File: config.mk
export PLATFORM = sky130hd
export DESIGN_NAME = anode_scanner
export DESIGN_NICKNAME = d
export VERILOG_FILES = /design/src/rtl/display_pkg.sv /design/src/rtl/refresh_prescaler.sv /design/src/rtl/anode_scanner.sv
export SDC_FILE = /design/constraint.sdc
export NUM_CORES = 1
export LEC_CHECK = 0
export BUFFER_PORTS_ARGS = -buffer_cell sky130_fd_sc_hd__buf_2
export CAP_MARGIN = 30
export CORE_MARGIN = 2
export CORE_UTILIZATION = 60
export DETAILED_ROUTE_END_ITERATION = 10
export GPL_TIMING_DRIVEN = 1
export PLACE_DENSITY = 0.83
export SLEW_MARGIN = 15
export SYNTH_ARGS = -nofsm -noshare
export SYNTH_HDL_FRONTEND = slang
export SYNTH_SLANG_ARGS = --single-unit
export TNS_END_PERCENT = 50
File: constraint.sdc
create_clock -name clk -period 5.7 [get_ports clk]
set_clock_uncertainty 0.15 [all_clocks]
set_input_delay 0.285 -clock clk [delete_from_list [all_inputs] [get_ports clk]]
set_output_delay 0.285 -clock clk [all_outputs]
set_load 0.05 [all_outputs]
File: src/rtl/display_pkg.sv
// display_pkg: shared seven-segment display constants, digit index type and anode lookup
package display_pkg;
    localparam int DEFAULT_REFRESH_DIV  = 100000;
    localparam int DEFAULT_BLANK_CYCLES = 16;
    typedef logic [1:0] digit_idx_t;
    localparam logic [3:0] ANODE_DIG0 = 4'b1110;
    localparam logic [3:0] ANODE_DIG1 = 4'b1101;
    localparam logic [3:0] ANODE_DIG2 = 4'b1011;
    localparam logic [3:0] ANODE_DIG3 = 4'b0111;
    localparam logic [3:0] ANODE_OFF  = 4'b1111;
    function automatic logic [3:0] anode_for(input digit_idx_t idx);
        return idx == 2'd0 ? ANODE_DIG0 :
               idx == 2'd1 ? ANODE_DIG1 :
               idx == 2'd2 ? ANODE_DIG2 : ANODE_DIG3;
    endfunction
endpackage

File: src/rtl/refresh_prescaler.sv
// refresh_prescaler: counts 0..REFRESH_DIV-1 while enabled and flags the last count as a tick
// Ports: clk - system clock; rst_n - async active-low reset; en - count enable (low clears the count);
//        tick - high (combinational) in the cycle the count equals REFRESH_DIV-1
module refresh_prescaler #(
    parameter int REFRESH_DIV = display_pkg::DEFAULT_REFRESH_DIV
) (
    input  logic clk,
    input  logic rst_n,
    input  logic en,
    output logic tick
);
    localparam int CW = $clog2(REFRESH_DIV);
    localparam logic [CW-1:0] LAST = CW'(REFRESH_DIV - 1);
    logic [CW-1:0] r_cnt;
    assign tick = en && r_cnt == LAST;
    always_ff @(posedge clk or negedge rst_n) begin
        if (!rst_n)
            r_cnt <= '0;
        else
            r_cnt <= (!en || tick) ? '0 : r_cnt + 1'b1;
    end
endmodule

File: src/rtl/anode_scanner.sv
// anode_scanner: four-digit anode multiplexer showing A, B, A+B and A-B with frame-aligned operand updates
// Ports: clk, rst_n (async active-low); en - scan enable; load, a_in, b_in - operand capture request;
//        A, B, AplusB, AminusB - registered displayed values; anode - active-low digit select;
//        digit_idx - current slot; frame_done - one-cycle pulse after each 3->0 wrap.
// Build option: define ANODE_BLANK_EN to hold anode off for BLANK_CYCLES at the start of each slot.
module anode_scanner import display_pkg::*; #(
    parameter int REFRESH_DIV  = DEFAULT_REFRESH_DIV,
    parameter int BLANK_CYCLES = DEFAULT_BLANK_CYCLES
) (
    input  logic       clk,
    input  logic       rst_n,
    input  logic       en,
    input  logic       load,
    input  logic [3:0] a_in,
    input  logic [3:0] b_in,
    output logic [3:0] A,
    output logic [3:0] B,
    output logic [3:0] AplusB,
    output logic [3:0] AminusB,
    output logic [3:0] anode,
    output logic [1:0] digit_idx,
    output logic       frame_done
);
    if (REFRESH_DIV < 2 || BLANK_CYCLES < 1 || BLANK_CYCLES >= REFRESH_DIV) begin : g_bad_params
        $error("anode_scanner: REFRESH_DIV must be >= 2 and 1 <= BLANK_CYCLES < REFRESH_DIV");
    end
    logic       w_tick;
    logic       w_wrap;
    logic       w_apply;
    logic       w_blank;
    logic [3:0] w_a;
    logic [3:0] w_b;
    digit_idx_t w_idx_nxt;
    digit_idx_t r_idx;
    logic       r_pend;
    logic [3:0] r_pa;
    logic [3:0] r_pb;
    refresh_prescaler #(.REFRESH_DIV(REFRESH_DIV)) u_prescaler (
        .clk  (clk),
        .rst_n(rst_n),
        .en   (en),
        .tick (w_tick)
    );
    assign w_wrap    = w_tick && r_idx == 2'd3;
    assign w_idx_nxt = en ? r_idx + digit_idx_t'(w_tick) : 2'd0;
    // A concurrent load bypasses the pending buffer so it lands at the same wrap
    assign w_a       = load ? a_in : r_pa;
    assign w_b       = load ? b_in : r_pb;
    assign w_apply   = (!en || w_wrap) && (r_pend || load);
    assign digit_idx = r_idx;
`ifdef ANODE_BLANK_EN
    localparam int BW = $clog2(BLANK_CYCLES + 1);
    logic [BW-1:0] r_bcnt;
    // The tick edge itself is the first blank cycle; r_bcnt covers the remaining ones
    assign w_blank = w_tick || r_bcnt != '0;
    always_ff @(posedge clk or negedge rst_n) begin
        if (!rst_n)
            r_bcnt <= '0;
        else
            r_bcnt <= !en ? '0 : w_tick ? BW'(BLANK_CYCLES - 1) : (r_bcnt != '0) ? r_bcnt - 1'b1 : r_bcnt;
    end
`else
    assign w_blank = 1'b0;
`endif
    always_ff @(posedge clk or negedge rst_n) begin
        if (!rst_n) begin
            A          <= '0;
            B          <= '0;
            AplusB     <= '0;
            AminusB    <= '0;
            anode      <= ANODE_OFF;
            r_idx      <= '0;
            frame_done <= 1'b0;
            r_pend     <= 1'b0;
            r_pa       <= '0;
            r_pb       <= '0;
        end else begin
            r_idx      <= w_idx_nxt;
            anode      <= (en && !w_blank) ? anode_for(w_idx_nxt) : ANODE_OFF;
            frame_done <= w_wrap;
            if (w_apply) begin
                A       <= w_a;
                B       <= w_b;
                AplusB  <= w_a + w_b;
                AminusB <= w_a - w_b;
                r_pend  <= 1'b0;
            end else if (load) begin
                r_pa   <= a_in;
                r_pb   <= b_in;
                r_pend <= 1'b1;
            end
        end
    end
endmodule
* Word-level counts from Yosys, hierarchy flattened
Cells that the tools add are included.
** Storage, ports and cells
- Bits in registers :: 49
- Output and inout port bits :: 23
** Cells by class
- Add/subtract/negate cells :: 4
- Equal/unequal tests :: 4
- Multiplexer cells :: 10
- Reductions and logical operators :: 9
** Operators by type and width (number)
- 2-to-1 mux 4 bit :: 6
- adder 17 x 1 -> 17 bit (second input constant) :: 1
- == test 17 bit (second input constant) :: 1
- 2-to-1 mux 17 bit :: 1
- adder 4 bit :: 1
- == test 2 bit (second input constant) :: 2
- subtractor 4 bit :: 1
- logical AND 1 bit :: 3
- logical OR 1 bit :: 3
- adder 2 x 1 -> 2 bit :: 1
- == test 2 x 1 -> 1 bit (second input constant) :: 1
- zero test 2 bit :: 1
- 2-to-1 mux 1 bit :: 2
- 2-to-1 mux 2 bit :: 1
- nonzero test 2 bit :: 1
- zero test 1 bit :: 1

* Logic depth before layout (Yosys ltp)
Gate-level depths: netlist of the first run.
- Depth after elaboration :: 9
- Gate-level depth with buffers :: 9
- Mapped depth without buffers :: 8

* Hierarchy
A second synthesis of the first run with hierarchy kept.
** Second synthesis, totals
- Cell total of the unflattened synthesis :: 214
- Area, all modules :: 2312.2 um^2
** Modules (own cells, without submodules)
- anode_scanner :: times used 1, cells each 128, area an instance 1448.9 um^2, seq. area each 780.7 um^2
- refresh_prescaler :: times used 1, cells each 86, area an instance 863.3 um^2, seq. area each 425.4 um^2

* Worst setup path after synthesis of the first run
OpenSTA, ideal clock, no wires.
- Path type :: in2reg
- From :: in load
- To :: reg AminusB[3]
- Data arrival time :: 1.997 ns
- Data required time :: 5.426 ns
- Slack :: 3.429 ns
- Stages on the path :: 8
- Buffers on the path :: 1
- Cell sequence :: clkbuf_1 -> mux2_2 -> inv_1 -> ha_1 -> nor2b_1 -> o21ai_0 -> a21oi_1 -> o31a_1
** On the way
- Word-level cells in the longest chain between the ends :: 2
** Ends and longest elaborated chain
- start, declared :: RTL line anode_scanner.sv:13 : input logic load,
- 2-to-1 mux 4 bit
- net w_b[1] :: RTL line anode_scanner.sv:32 : logic [3:0] w_b;
- subtractor 4 bit :: RTL line anode_scanner.sv:85 : AminusB <= w_a - w_b;
- end signal, assigned :: RTL line anode_scanner.sv:85
- end, declared :: RTL line anode_scanner.sv:19 : output logic [3:0] AminusB,
The timed path passes the listed nets, and every way through them passes these cells.
A chain may end at the register's enable or synchronous reset.

* Final worst setup path of the first run
- From :: reg u_prescaler.r_cnt[0]
- To :: reg anode[2]
** On the way
- Word-level cells in the longest chain between the ends :: 9
** Ends and longest elaborated chain
- start, declared :: RTL line refresh_prescaler.sv:14 : logic [CW-1:0] r_cnt;
- start signal, assigned :: RTL line refresh_prescaler.sv:20 : r_cnt <= (!en || tick) ? '0 : r_cnt + 1'b1;
- == test 17 bit * :: RTL line refresh_prescaler.sv:15 : assign tick = en && r_cnt == LAST;
- logical AND 1 bit * :: RTL line refresh_prescaler.sv:15
- adder 2 x 1 -> 2 bit * :: RTL line anode_scanner.sv:45 : assign w_idx_nxt = en ? r_idx + digit_idx_t'(w_tick) : 2'd0;
- 2-to-1 mux 2 bit * :: RTL line anode_scanner.sv:45
- == test 2 bit :: RTL line display_pkg.sv:14 : idx == 2'd2 ? ANODE_DIG2 : ANODE_DIG3;
- 2-to-1 mux 4 bit :: RTL line display_pkg.sv:14
- 2-to-1 mux 4 bit :: RTL line display_pkg.sv:13 : idx == 2'd1 ? ANODE_DIG1 :
- 2-to-1 mux 4 bit * :: RTL line display_pkg.sv:12 : return idx == 2'd0 ? ANODE_DIG0 :
- 2-to-1 mux 4 bit * :: RTL line anode_scanner.sv:79 : anode <= (en && !w_blank) ? anode_for(w_idx_nxt) : ANODE_OFF;
- end signal, assigned :: RTL line anode_scanner.sv:79
- end, declared :: RTL line anode_scanner.sv:20 : output logic [3:0] anode,
Every way passes the cells marked *; elsewhere a longest branch is shown, timed or not.

==> run_results.csv, run 1 <==
group,metric,value,unit
status,status,"finished clean",
grt,grt_use_total,21.81,%
grt,grt_pass1_vias,1628,
synthesis,netlist.area_leader.share,45.29,%
cells_and_area,synthToLayoutAreaGrowth,13.79,%
synthesis,synth-edff-count,0,
timing,finalHoldViolations,0,
route,drcViolationCount,0,
route,vias,1612,
worst_setup_path,crit_type,"flop to flop",
route,routed_via_density,5.559,
timing,finalCriticalPeriod,2254,ps
timing,tightest_slew,502.7,ps
worst_setup_path,critPathRequiredTime,5790,ps
timing,timing.hold.ws,123.3,ps
worst_setup_path,path_common_cell,"ha_1",
timing,rsz0062_at_grt,"false",
die,design.die.area,4577,um^2
timing,fmax,0.4436,GHz
synthesis,yosysTopAreaCell,"dfrtp_1",
worst_hold_path,hp-class,"input pin to flop",
cts,tritoncts,"yes",
die,num_io_pins,35,
flow_run,maxCapViolations,0,
cells_and_area,final_layout_size_suffix_gt1_share,33.75,%
worst_setup_path,cp_max_fo,10,
worst_setup_path,path_cells,"ha_1, and4_1, nand4_4, nor2_1, ha_1, or3_1",
grt,grt_pass1_wl,7410,um
die,initial_core_util,61.66,%
worst_setup_path,slowest_stage,"dfrtp_1",
synthesis,netlist_area,2431,um^2
place,routabilityCongestion,0.7960,
synthesis,synth_commonest_cells,"44 x dfrtp_1, 21 x mux2_2, 19 x nor2_1",
synthesis,ys_warn_count,0,
die,die_w,67.66,um
power_and_ir_drop,powerDensity,355.6,nW/um^2
cts,cts_sinks,48,
timing,tns,0,ps
synthesis,seq_area_frac_synth,49.61,%
worst_setup_path,slowest_delay,390,ps
synthesis,synth_most_common_cell,"dfrtp_1",
cts,cts_resized,0,
timing,setup_viol,0,
timing,fin_crit_sh,39.55,%
die,rows,23,
synthesis,async_flop_share,100.0,%
worst_setup_path,crit_path_start_kind,"flop",
synthesis,syn_inst,202,
power_and_ir_drop,power.leakage,1.286,nW
worst_setup_path,end_kind,"flop",
cts,clk_pin_slew_worst_paths,90,ps
route,ant_nets,0,
synthesis,yosysUniqueCellTypes,42,
cts,clock_path_buffers,2,
route,first_pass_iters,4,
cts,root_buffer,"clkbuf_8",
die,core,3943,um^2
cts,cts_max_level,2,
worst_setup_path,arrival,2340,ps
route,wl_per_cell,14.78,um
power_and_ir_drop,vdd_ir_drop_max,0.0002725,V
synthesis,synth-main-ff-cell,"dfrtp_1",
cts,numCtsBuffers,5,
worst_setup_path,r2r_slack,3450,ps
die,die_h,67.66,um
place,port_buffers,34,
cts,clock_latency,300,ps
grt,grt_max_degree,31,
synthesis,syn_avg_cell_area,12.04,um^2
synthesis,synth_nets,224,
synthesis,synth_seq_cells,48,
place,dp_hpwl,3125,um
grt,globalRoute.totalOverflow,0,
route,drtIter0Drc,124,
route,routed_wl,4287,um
timing,maxSlewHeadroom,66.41,%
cells_and_area,nets,261,
timing,finalMaxSlewViolations,0,
grt,antenna_found_initial,0,
synthesis,synthTopCellsByArea,"dfrtp_1 45%, mux2_2 9.7%, dfstp_2 4.3%",
cells_and_area,antenna_cells,0,
-- placed cells by master (no fill, tap or decap), types with 2 or more instances in the layout --
cell type	n
and3_1	2
dfrtp_1	44
nand2_1	8
xor2_1	10
nor2_1	19
o31ai_1	2
o21ai_0	3
clkbuf_8	5
and4_1	3
mux2i_1	4
a21oi_1	4
mux2_4	5
nand4_1	5
fa_1	2
and4bb_2	2
nor3_1	3
mux2_2	21
ha_1	8
buf_2	34
or3_1	3
inv_1	12
dfstp_2	4
o221ai_1	2
nand3_1	6
xnor2_1	8
nor2b_1	2
-- metal layers --
layer / vias up / share of wire, % / GRT usage, %
met4: 0 / 2.4 / 9.694
met3: 13 / 3.7 / 5.500
met2: 36 / 49 / 36.64
li1: 775 / - / -
met1: 788 / 45 / 26.36
met5: - / 0 / 0
-- critical path, delay by kind of cell, from the launching register on --
| kind | cells | cell delay, ps |
|---|---|---|
| adder cells (fa/ha/maj) | 2 | 500 |
| AND/OR/NAND/NOR | 4 | 1140 |
| flip-flops | 1 | 390 |
-- state kept, by name (all words and copies together), names as in the netlist --
register	flops
AplusB	4
anode	4
B	4
r_pa	4
frame_done	1
AminusB	3
r_pb	4
r_pend	1
digit_idx	2
u_prescaler.r_cnt	17
A	4
-- timing repair --
action                                 4_1_cts  5_1_grt
endpoints found under the hold margin       17        0
buffers inserted                             0        0
hold buffers                                 1        0
-- cell type report --
type / count / area [um^2]
Clock buffer: 5 / 68.82
Clock inverter: 3 / 42.54
Fill cell: 298 / 1176
Inverter: 12 / 45.04
Multi-Input combinational cell: 136 / 1141
Sequential cell: 48 / 1206
Tap cell: 50 / 62.56
Timing Repair Buffer: 36 / 200.2
-- power by group --
| group | internal, W | total (W) | switching (W) |
|---|---|---|---|
| Combinational | 0.000102 | 0.000323 | 0.000220 |
| Sequential | 0.000389 | 0.000415 | 0.0000262 |
| Clock | 0.000130 | 0.000246 | 0.000116 |
| Total | 0.000621 | 0.000984 | 0.000363 |
-- logic make-up after synthesis --
group	synth area share (%)
muxes	14.46
and+or+nand+nor	15.13
adders and majority gates	5.765
buffers and inverters	3.448
DFF	49.61
AOI/OAI and AO/OA	5.095
xor gates and xnor gates	6.485
-- per-stage QoR --
stage / area [um^2] / power [W] / worst slack (ps) / utilization, % / cells
floorplan: 2431 / 0.0006721 / 3429 / - / 202
global placement: 2625 / 0.0007368 / 3473 / 66.58 / 280
detailed placement: 2645 / 0.0007461 / 3405 / 67.09 / 281
CTS: 2766 / 0.0009923 / 3437 / 70.17 / 290
global route: 2766 / 0.001030 / 3305 / 70.17 / 290
finish: 2766 / 0.0009837 / 3446 / 70.17 / 290
-- final timing paths --
check	startpoint	endpoint	cells after the start
max in group asynchronous	rst_n	anode[2]	3
min reg2reg	u_prescaler.r_cnt[0]	u_prescaler.r_cnt[0]	1
max	u_prescaler.r_cnt[0]	anode[2]	6
max reg2reg	u_prescaler.r_cnt[0]	anode[2]	6
min in group asynchronous	rst_n	digit_idx[0]	2
min	a_in[3]	r_pa[3]	2
Note: power is estimated with default switching activity, not from simulation.
==> run 2: changes to the inputs <==
- ABC_AREA: unset -> 1
- CORE_UTILIZATION: 60 -> 57
- PLACE_DENSITY: 0.83 -> 0.79
- clock period: 5.7 -> 2.3 ns (I/O delays scaled with it)
==> run_results.csv, run 2 <==
group,metric,value,unit
status,status,"finished clean",
cts,cts_max_level,2,
cells_and_area,seq_area,1206,um^2
cts,clk_pin_slew_worst_paths,90,ps
grt,antenna_found_initial,0,
cells_and_area,fin_area,2908,um^2
worst_setup_path,end_kind,"flop",
timing,tightest_slew,457.5,ps
synthesis,async_flop_share,100.0,%
place,routabilityCongestion,0.8818,
synthesis,synth-compound-area-share,5.431,%
synthesis,syn_avg_cell_area,8.127,um^2
cells_and_area,final_common_cell,"nand2_1",
cells_and_area,antenna_cells,0,
worst_setup_path,r2r-start,"r_pa[0]",
route,routed_via_density,5.185,
route,drtIter0Drc,126,
cts,numCtsBuffers,5,
synthesis,yosysUniqueCellTypes,30,
die,core,4294,um^2
cts,cts_resized,0,
die,num_io_pins,35,
timing,setup_viol,0,
synthesis,syn_inst,309,
synthesis,synth_nets,331,
worst_setup_path,crit_type,"flop to flop",
timing,rsz0062_at_grt,"false",
power_and_ir_drop,p_total,0.002377,W
grt,grt_pass1_vias,2011,
synthesis,synth_most_common_cell,"nand2_1",
grt,globalRoute.totalOverflow,0,
place,dp_hpwl,3542,um
cells_and_area,final_layout_size_suffix_gt1_share,18.05,%
cells_and_area,mostFrequentLayoutCells,"94 x nand2_1, 44 x dfrtp_1, 34 x inv_1, 34 x buf_2, 33 x nand3_1",
route,vias,2079,
synthesis,synthTopCellsByArea,"dfrtp_1 44%, nand2_1 14%, nand3_1 6.6%",
die,rows,24,
synthesis,synth-simple-area-share,31.09,%
synthesis,synthAdderAreaFrac,5.580,%
timing,fin_crit_sh,87.13,%
worst_hold_path,hp-class,"input pin to flop",
cells_and_area,fillCellCount,360,
synthesis,synth-xor-area-share,2.093,%
cts,clock_latency,290,ps
synthesis,netlist.area_leader.share,43.85,%
worst_setup_path,critPathRequiredTime,2390,ps
synthesis,synth-main-ff-cell,"dfrtp_1",
place,port_buffers,34,
timing,maxSlewHeadroom,69.18,%
cts,hold_buffers,2,
route,routed_wl,4988,um
synthesis,yosysTopAreaCell,"dfrtp_1",
route,drcViolationCount,0,
worst_setup_path,cp_max_fo,3,
cells_and_area,nets,370,
cells_and_area,largest_register_ffs,17,
die,die_w,70.38,um
synthesis,seq_area_frac_synth,48.03,%
synthesis,synth.area.mux_share,0,%
cts,clock_path_buffers,2,
synthesis,synth_commonest_cells,"94 x nand2_1, 44 x dfrtp_1, 34 x inv_1",
power_and_ir_drop,power.leakage,1.537,nW
worst_setup_path,crit_path_start_kind,"flop",
timing,tns,0,ps
die,die_h,70.38,um
cts,cts_sinks,48,
route,ant_nets,0,
power_and_ir_drop,powerDensity,817.5,nW/um^2
synthesis,synth_seq_cells,48,
grt,grt_use_total,21.68,%
worst_setup_path,arrival,2090,ps
die,initial_core_util,58.48,%
route,first_pass_iters,4,
synthesis,netlist_area,2511,um^2
route,wl_per_cell,12.44,um
timing,fmax,0.4990,GHz
timing,finalCriticalPeriod,2004,ps
cells_and_area,regMostFlops,"u_prescaler.r_cnt",
die,design.die.area,4953,um^2
worst_hold_path,hold_start,"a_in[2]",
synthesis,ys_warn_count,0,
grt,grt_pass1_wl,8638,um
cts,postCtsSetupBuffers,0,
synthesis,synth-edff-count,0,
timing,finalHoldViolations,0,
cells_and_area,synthToLayoutAreaGrowth,15.79,%
worst_setup_path,cp-startpoint,"r_pa[0]",
timing,finalMaxSlewViolations,0,
cts,tritoncts,"yes",
grt,grt_max_degree,49,
place,place_area,2729,um^2
power_and_ir_drop,vdd_ir_drop_max,0.0005672,V
synthesis,synth_top_family_by_area,"simple AND/OR/NAND/NOR gates",
flow_run,maxCapViolations,0,
cells_and_area,multi_input_area,1110,um^2
cts,root_buffer,"clkbuf_8",
## run 2: metrics by stage
step	setup slack, ps	util (%)	hold slack, ps	std cells
6_report	295.9	67.72	61.93	401
5_1_grt	93.55	67.72	123.9	401
4_1_cts	305.4	67.72	51.26	401
3_5_place_dp	163.2	63.55	-31.13	391
3_3_place_gp	215.8	63.55	-31.91	391
2_1_floorplan	296.0	-	-330.6	309
## run 2: worst paths after layout
path	to	slack, ps	cells after the start
min in group asynchronous	u_prescaler.r_cnt[15]	170	3
hold reg to reg	B[2]	320	2
max in group asynchronous	anode[1]	1550	3
hold / removal	r_pa[2]	60	5
setup / recovery	AplusB[1]	300	8
setup reg to reg	AplusB[1]	300	8
## run 2: cells by family (layout without fill, tap and decap cells)
| logic type | Yosys count | in the layout |
|---|---|---|
| fa+ha+maj | 10 | 10 |
| xor+xnor | 6 | 6 |
| simple gates | 179 | 179 |
| buf+inv | 43 | 83 |
| compound gates | 23 | 23 |
| flops | 48 | 48 |
## run 2: cell type report
| class | instances | area share [%] |
|---|---|---|
| tap | 52 | 2.238 |
| clock inverter | 3 | 3.098 |
| multi-input combinational | 218 | 38.17 |
| sequential | 48 | 41.48 |
| inverter | 34 | 4.389 |
| timing repair buffer | 41 | 8.262 |
| clock buffer | 5 | 2.367 |
## run 2: report_power, final
part	internal, W	total, W	switching [W]
combinational	0.000155	0.000585	0.000430
clock	0.000543	0.000820	0.000276
sequential	0.000927	0.000973	0.0000458
## run 2: metal layers
layer  global-route usage, %  up-vias  routed length (um)
li1                        -     1053                   -
met1                   27.95      964                2172
met2                   37.21       54                2515
met3                   3.030        8                 213
met4                   7.692        0                  87
met5                       0        -                   0
## run 2: worst max-delay path, stage by stage, from the launching register on
cell     delay (ps)
dfrtp_1         410
o21ai_0         300
inv_1           130
ha_1            220
inv_1           100
fa_1            420
inv_1            70
nand3_1          70
nand2_1          80
